**src/rtl/ws2812_pkg.sv**
```systemverilog
// rtl/ws2812_pkg.sv - shared constants, FSM states and default pattern for the WS2812 frame feeder
package ws2812_pkg;

  localparam int COLOR_W = 24;

  localparam logic [COLOR_W-1:0] GRB_GREEN = 24'h100000;
  localparam logic [COLOR_W-1:0] GRB_RED   = 24'h001000;
  localparam logic [COLOR_W-1:0] GRB_BLUE  = 24'h000010;
  localparam logic [COLOR_W-1:0] GRB_OFF   = 24'h000000;

  typedef enum logic [1:0] {IDLE, LOAD, SEND} state_t;

  // Pattern green, red, blue repeating; the remainder by 3 uses restoring division.
  function automatic logic [COLOR_W-1:0] default_color(input int i);
    int r;
    r = i;
    for (int s = 10; s >= 0; s--) begin
      if (r >= (3 << s)) r = r - (3 << s);
    end
    case (r)
      0:       return GRB_GREEN;
      1:       return GRB_RED;
      default: return GRB_BLUE;
    endcase
  endfunction

endpackage

```
**src/rtl/ws2812_frame_timer.sv**
```systemverilog
// rtl/ws2812_frame_timer.sv - free-running frame period counter with a one-cycle tick
module ws2812_frame_timer #(
  parameter int FRAME_TICKS = 1_500_000
) (
  input  logic i_clk,
  input  logic i_rst,
  output logic o_tick
);

  localparam int CNT_W = (FRAME_TICKS > 1) ? $clog2(FRAME_TICKS) : 1;

  logic [CNT_W-1:0] r_count;
  logic             w_tick;

  assign w_tick = (r_count == CNT_W'(FRAME_TICKS - 1));
  assign o_tick = w_tick;

  always_ff @(posedge i_clk) begin
    if (i_rst) begin
      r_count <= '0;
    end else if (w_tick) begin
      r_count <= '0;
    end else begin
      r_count <= r_count + 1'b1;
    end
  end

endmodule

```
**src/rtl/ws2812_frame_feeder.sv**
```systemverilog
// rtl/ws2812_frame_feeder.sv - rotating GRB colour store streamed once per frame period
module ws2812_frame_feeder
  import ws2812_pkg::*;
#(
  parameter int NUM_LEDS    = 8,
  parameter int FRAME_TICKS = 1_500_000,
  parameter int IDX_W       = $clog2(NUM_LEDS)
) (
  input  logic               i_clk,
  input  logic               i_rst,
  input  logic               i_wr_en,
  input  logic [IDX_W-1:0]   i_wr_addr,
  input  logic [COLOR_W-1:0] i_wr_data,
  input  logic               i_rot_en,
  input  logic               i_rot_dir,
  output logic               o_pix_valid,
  input  logic               i_pix_ready,
  output logic [COLOR_W-1:0] o_pix_data,
  output logic               o_pix_last,
  output logic               o_frame_overrun
);

  state_t r_state, w_state_next;

  logic [COLOR_W-1:0] r_store [NUM_LEDS];
  logic [IDX_W-1:0]   r_offset, r_frame_off, r_idx;
  logic [COLOR_W-1:0] r_pix_data;
  logic               r_pix_valid, r_pix_last, r_pending, r_overrun;

  logic               w_tick, w_consume, w_load, w_fire, w_at_last, w_wr_ok, w_next_last;
  logic [IDX_W-1:0]   w_offset_next, w_next_addr;
  logic [IDX_W:0]     w_sum, w_sum_wrap, w_idx_inc;

  ws2812_frame_timer #(.FRAME_TICKS(FRAME_TICKS)) u_timer (
    .i_clk  (i_clk),
    .i_rst  (i_rst),
    .o_tick (w_tick)
  );

  assign w_wr_ok   = i_wr_en && ({1'b0, i_wr_addr} < (IDX_W+1)'(NUM_LEDS));
  assign w_at_last = (r_idx == IDX_W'(NUM_LEDS - 1));

  // Address of the next pixel: idx+1+frame_off folded back into 0..NUM_LEDS-1.
  assign w_idx_inc   = {1'b0, r_idx} + (IDX_W+1)'(1);
  assign w_sum       = w_idx_inc + {1'b0, r_frame_off};
  assign w_sum_wrap  = (w_sum >= (IDX_W+1)'(NUM_LEDS)) ? w_sum - (IDX_W+1)'(NUM_LEDS) : w_sum;
  assign w_next_addr = IDX_W'(w_sum_wrap);
  assign w_next_last = (w_idx_inc == (IDX_W+1)'(NUM_LEDS - 1));

  always_comb begin
    w_offset_next = r_offset;
    if (i_rot_dir) begin
      w_offset_next = (r_offset == '0) ? IDX_W'(NUM_LEDS - 1) : r_offset - 1'b1;
    end else begin
      w_offset_next = (r_offset == IDX_W'(NUM_LEDS - 1)) ? '0 : r_offset + 1'b1;
    end
  end

  always_comb begin
    w_state_next = r_state;
    w_consume    = 1'b0;
    w_load       = 1'b0;
    w_fire       = 1'b0;
    case (r_state)
      IDLE: begin
        if (r_pending) begin
          w_consume    = 1'b1;
          w_state_next = LOAD;
        end
      end
      LOAD: begin
        w_load       = 1'b1;
        w_state_next = SEND;
      end
      SEND: begin
        if (r_pix_valid && i_pix_ready) begin
          w_fire = 1'b1;
          if (w_at_last) w_state_next = IDLE;
        end
      end
      default: w_state_next = IDLE;
    endcase
  end

  always_ff @(posedge i_clk) begin
    if (i_rst) r_state <= IDLE;
    else       r_state <= w_state_next;
  end

  always_ff @(posedge i_clk) begin
    if (i_rst) begin
      r_pending   <= 1'b1;
      r_overrun   <= 1'b0;
      r_offset    <= '0;
      r_frame_off <= '0;
      r_idx       <= '0;
      r_pix_valid <= 1'b0;
      r_pix_last  <= 1'b0;
      r_pix_data  <= GRB_OFF;
      for (int i = 0; i < NUM_LEDS; i++) r_store[i] <= default_color(i);
    end else begin
      // A tick landing on the consume cycle re-arms pending without counting as overrun.
      if (w_tick)         r_pending <= 1'b1;
      else if (w_consume) r_pending <= 1'b0;
      r_overrun <= w_tick && r_pending && !w_consume;

      if (w_tick && i_rot_en) r_offset <= w_offset_next;
      if (w_wr_ok)            r_store[i_wr_addr] <= i_wr_data;

      if (w_load) begin
        r_frame_off <= r_offset;
        r_idx       <= '0;
        r_pix_data  <= r_store[r_offset];
        r_pix_last  <= 1'b0;
        r_pix_valid <= 1'b1;
      end else if (w_fire) begin
        if (w_at_last) begin
          r_pix_valid <= 1'b0;
          r_pix_last  <= 1'b0;
        end else begin
          r_idx      <= r_idx + 1'b1;
          r_pix_data <= r_store[w_next_addr];
          r_pix_last <= w_next_last;
        end
      end
    end
  end

  assign o_pix_valid     = r_pix_valid;
  assign o_pix_data      = r_pix_data;
  assign o_pix_last      = r_pix_last;
  assign o_frame_overrun = r_overrun;

endmodule
```
**config.mk**
```make
export PLATFORM = sky130hd
export DESIGN_NAME = ws2812_frame_feeder
export DESIGN_NICKNAME = d
export VERILOG_FILES = /design/src/rtl/ws2812_pkg.sv /design/src/rtl/ws2812_frame_timer.sv /design/src/rtl/ws2812_frame_feeder.sv
export SDC_FILE = /design/constraint.sdc
export NUM_CORES = 1
export LEC_CHECK = 0
export ABC_AREA = 1
export BUFFER_PORTS_ARGS = -buffer_cell sky130_fd_sc_hd__buf_4
export CORE_MARGIN = 2
export CORE_UTILIZATION = 45
export CTS_BUF_LIST = sky130_fd_sc_hd__clkbuf_8
export DETAILED_ROUTE_END_ITERATION = 12
export HOLD_SLACK_MARGIN = 0.15
export PLACE_DENSITY_LB_ADDON = 0.25
export SYNTH_ARGS = -nofsm -noshare
export SYNTH_HDL_FRONTEND = slang
export SYNTH_SLANG_ARGS = --single-unit
```
**constraint.sdc**
```tcl
create_clock -name i_clk -period 4.4 [get_ports i_clk]
set_input_delay 1.1 -clock i_clk [delete_from_list [all_inputs] [get_ports i_clk]]
set_output_delay 1.1 -clock i_clk [all_outputs]
set_load 0.03 [all_outputs]
```
Word level (Yosys, flattened, before mapping). Memory sizes are Yosys's and may differ from the RTL's. A register that Yosys moved wholly into a read port is not among the register bits. Index checks and enable logic that the tools add are counted. Widths: inputs -> output; s select.

Flip-flop bits (word level): 60. Output and inout port bits: 27. Input port bits: 33. Memories: 1. RAM bits: 192.

Bitwise operators: 1. Reduce and logical (&&, ||, !) cells: 21. $lt $le $gt $ge: 3. Multiplexer cells: 50. Equality and inequality tests: 15. Add/sub/neg operators: 9.

Memories: r_store (words 8, width 24, rd ports 2, clocked after Yosys merged registers in 1, wr ports 8, RTL line ws2812_frame_feeder.sv:25) `logic [COLOR_W-1:0] r_store [NUM_LEDS];`.

Operators by type and width (count): $mux 24 (12); $mux 32 (7); $pmux 21 s2 (5); $eq 32x1->1 const B (5); $logic_not 32->1 (5); $ge 32x3->1 const B (2); $sub 32x3->32 const B (2); $reduce_or 24->1 (1); $add 21x1->21 const B (1); $eq 21x21->1 const B (1); $mux 3 (7); $mux 1 (15); $ne 2x2->1 const B (4); $add 3x1->3 const B (2); $eq 3x3->1 const B (2); $mux 2 (3); $pmux 2 s3 (1); $reduce_and 2->1 (3); $sub 3x1->3 const B (2); $add 3x1->4 const B (1); $add 4x3->4 (1); $eq 4x3->1 const B (1); $ge 4x4->1 const B (1); $logic_and 1x1->1 (4); other kinds (9) (11).

Depth between registers and ports, before layout. An unclocked memory read counts as a cell.

Depth after elaboration: 8. Depth in mapped cells: 12. Gate-level depth less buffers: 10.

By module. Synthesis repeated with hierarchy kept, for this count alone.

Cell total of the unflattened synthesis: 1830. Area total of the unflattened synthesis: 13974.7 um^2.

By module, submodules not included: ws2812_frame_feeder (cells an instance 1661, area each 12853.6 um^2, times used 1); ws2812_frame_timer (cells an instance 169, area each 1121.1 um^2, times used 1).

Worst setup path before layout. No wires, ideal clock.

Kind: input port to flip-flop. From: input port i_rst. To: memory r_store[5][0] (enable). Buffers on the path: 1. Slack: 1.757 ns. Arrival time: 2.262 ns. Cell stages on the path: 8. Cells stage by stage: inv_2 nand2_1 nor2_1 inv_2 nor2_2 inv_2 buf_2 nand2_1.

RTL lines: start, declared (RTL line ws2812_frame_feeder.sv:10) `input logic i_rst,`; end, declared (RTL line ws2812_frame_feeder.sv:25).

Worst setup path after layout.
From: register r_idx[0]. To: register r_pix_data[0] (netlist: o_pix_data[0]).

Longest elaborated chain between the ends: 8.

Ends and longest elaborated chain: start, declared (RTL line ws2812_frame_feeder.sv:26) `logic [IDX_W-1:0] r_offset, r_frame_off, r_idx;`; start signal, assigned (RTL line ws2812_frame_feeder.sv:121) `r_idx <= r_idx + 1'b1;`; $add 3x1->4 (*) (RTL line ws2812_frame_feeder.sv:44) `assign w_idx_inc = {1'b0, r_idx} + (IDX_W+1)'(1);`; named net w_idx_inc[0] (RTL line ws2812_frame_feeder.sv:32) `logic [IDX_W:0] w_sum, w_sum_wrap, w_idx_inc;`; $add 4x3->4 (*) (RTL line ws2812_frame_feeder.sv:45) `assign w_sum = w_idx_inc + {1'b0, r_frame_off};`; $ge 4x4->1 / $sub 3x1->3 (equally long branches) (RTL line ws2812_frame_feeder.sv:46) `assign w_sum_wrap = (w_sum >= (IDX_W+1)'(NUM_LEDS)) ? w_sum - (IDX_W+1)'(NUM_LEDS) : w_sum;`; $mux 3 (*) (RTL line ws2812_frame_feeder.sv:46); $mem_v2 8x24 (*); $mux 24 (*) (RTL line ws2812_frame_feeder.sv:117) `if (w_at_last) begin`; $mux 24 (*) (RTL line ws2812_frame_feeder.sv:116) `end else if (w_fire) begin`; $mux 24 (*) (RTL line ws2812_frame_feeder.sv:110) `if (w_load) begin`; end signal, assigned (RTL line ws2812_frame_feeder.sv:113) `r_pix_data <= r_store[r_offset];`; end signal, assigned (RTL line ws2812_frame_feeder.sv:122) `r_pix_data <= r_store[w_next_addr];`; end, declared (RTL line ws2812_frame_feeder.sv:27) `logic [COLOR_W-1:0] r_pix_data;`.

Mark *: on every way through the listed nets, which the timed path passes. The rest lies on a longest branch. The select of a mux whose other input is x is not followed. A chain may end at the register's enable or synchronous reset.

==> run summary <==
status: complete, no violations
post-route setup TNS: 0 ns
Post-Layout Cell Count: 2,298
router iterations before antenna repair: 7
CP startpoint: r_idx[0]
core area: 30,700 um2
Vias/cell: 5.44
number of cell rows: 64
max-cap violations: 0
final net count: 1,911
skew final: 0.0341 ns
final max-slew violation count: 0
Synth area leaders: edfxtp_1 (41%), nand2_1 (14%), nand3_1 (10%)
Worst-Margin Slew: 1.22 ns
routed length on met1: 18.1 mm
final worst path period share: 63.3%
Worst Hold Slack: 0.452 ns
hpwl dp: 25.3 mm
die width: 181 um
max layer used: met4
library cells used by synthesis: 31
CP Max Fanout: 48
CTS tree: yes
sequential share of the synthesized area: 49.9%
All-Layer GR Usage: 25.3%
clock period minus final worst setup slack: 2.78 ns
detailed-route via count: 12.5k
startpoint types: flip-flop
leading area contributor after synthesis: edfxtp_1
Post-synth top cells: nand2_1 (515), nand3_1 (283), inv_1 (261)
largest family of logic cells by synthesized area: simple AND/OR/NAND/NOR gates
area delta synth->final: 9.73%
post-synthesis compound-gate area fraction: 5.45%
Final Hold Vio Count: 0
Post-Syn Area: 14,100 um2
H-tree levels: 2
HP Class: flip-flop to flip-flop
total power: 6.11 mW
worst-case reg-to-reg path depth: 11
die height: 181 um
most frequent cell after synthesis: nand2_1
internal reg-to-reg setup slack: 1.62 ns
post-synthesis net count: 1,889
Adder-Cell Fraction of Synth Area: 0.941%
critical path arrival: 3.25 ns
Yosys top cell area share: 40.9%
Cells on Worst Hold Path: 1
filler cell count in the final layout: 2,943
multiplexer share of the synthesized area: 0%
Max-slew headroom: 18.3%
EDFF count, synth: 192
Synth async-reset ratio: 0%
DP Worst Slack: 1.10 ns
ys flop type: edfxtp_1
CP required: 4.87 ns
buffer count from post-CTS setup fixing: 0
final wirelength: 42.1 mm
pin count of the biggest net entering global routing: 76
clk root buf: clkbuf_8
post-CTS resize count: 0
die area: 32,700 um2
RSZ-0062 raised after global routing: no
number of I/O pins: 60
Clock Tree Buf Depth: 3
later-pin clock latency in the skew report: 0.58 ns
hold_buf cts: 0
vias in the first global route: 11.8k
overflow left after global routing: 0
Syn Inst Count: 1,846
number of nets with antenna violations after routing: 0
Power Dens Cells: 395 nW/um2
critical path class: flip-flop to flip-flop
GPL Wtd Cong: 0.882
Reg clk slew, reported paths: 0.06 ns
post-route setup slack: 1.62 ns
clk sinks: 255
Max VDD drop: 0.285 mV
Initial Utilization: 45.9%
Critical Path End: o_pix_data[0]
Residual DRC: 0
antenna violations before repair: 0
Antenna Cells: 0
Worst setup EP type: flip-flop
FMAX: 0.359 GHz
Initial DRC Count: 1,388
Inst Count DP: 2,220
Leakage: 7.03 nW
Num CTS Buffers: 42
Ys Warns: 0
#FFs+latches synth: 255
reg2reg end: o_pix_data[0]
number of port buffers: 59
# setup viols final: 0
share of cells above drive strength 1: 9.67%
reg-to-reg startpoint: r_idx[0]
Met2 Routed Length: 19.0 mm
first-pass GRT wire length: 65.2 mm
Routed WL per cell: 18.3 um
xor-xnor portion of the synthesized cell area: 0.249%
Mean Syn Cell Area: 7.63 um2
met3 wire length: 3.82 mm
simple logic cell fraction of the synthesized area: 31.9%
[how the worst min path moves through the flow]
stage                                  start                  to  slack (ns)
after floorplan           u_timer.r_count[0]  u_timer.r_count[0]        0.42
after detailed placement  u_timer.r_count[0]  u_timer.r_count[0]        0.45
after global placement    u_timer.r_count[0]  u_timer.r_count[0]        0.43
final                     u_timer.r_count[0]  u_timer.r_count[0]        0.45
after global routing      u_timer.r_count[0]  u_timer.r_count[0]        0.48
after CTS                 u_timer.r_count[0]  u_timer.r_count[0]        0.46
[area by class of cell]
class / count / area, um2 / area share, %
Inverter: 277 / 1040 / 6.73
Tap cell: 396 / 495 / 3.21
Sequential cell: 255 / 7030 / 45.5
Multi-Input combinational cell: 1209 / 5450 / 35.2
Timing Repair Buffer: 83 / 636 / 4.11
Clock buffer: 47 / 647 / 4.18
Clock inverter: 31 / 161 / 1.04
[critical path, cell delays in order, from the launching register on]
cell and delay [ns]:
dfxtp_1 0.38, inv_1 0.11, ha_1 0.29, inv_1 0.10, fa_2 0.45, inv_1 0.06
buf_4 0.55, nand3_1 0.16, nand2_1 0.15, nand3_1 0.16, nand3_1 0.14, a21oi_1 0.06
[cell families after synthesis]
family                     count (synthesis)
DFF                                      255
xor gates and xnor gates                   4
adders and majority gates                 10
and+or+nand+nor                         1066
buffers and inverters                    382
AOI/OAI and AO/OA                        129
[flip-flops by register name, indices dropped and copies added (netlist names), named ones only]
signal / flops
o_pix_data: 24
r_pending: 1
o_pix_last: 1
r_offset: 3
u_timer.r_count: 21
r_idx: 3
o_pix_valid: 1
r_frame_off: 3
r_store: 192
r_state: 2
o_frame_overrun: 1
[power by group]
group	switching (mW)	internal, mW
Sequential	0.107	2.75
Combinational	0.847	0.377
Clock	0.983	1.05
Total	1.94	4.18
[stage by stage]
step	instance area, um2	util (%)
2_1_floorplan	14100	-
3_3_place_gp	14600	47.8
3_5_place_dp	14600	47.8
4_1_cts	15500	50.4
5_1_grt	15500	50.4
6_report	15500	50.4
[per-layer routing]
metal  global-route usage, %  vias up
met5                       0        -
met4                    9.09        0
met3                    4.54       98
met2                    39.8      601
met1                    35.2     5840
li1                        -     5952
[cell usage in the layout, fill, tap and decap left out, types with 9 or more instances in the layout]
cell type / Yosys / routed
inv_2: 16 / 16
nor2_2: 16 / 15
o21ai_0: 10 / 10
nand4_1: 9 / 9
a21oi_1: 69 / 69
nor2_1: 226 / 226
nand3_1: 283 / 283
nand2_1: 515 / 515
inv_1: 261 / 277
buf_4: 10 / 82
o211ai_1: 49 / 49
clkbuf_8: 0 / 47
edfxtp_1: 192 / 192
dfxtp_1: 63 / 61
No activity file was read; power rests on OpenSTA's default activity.
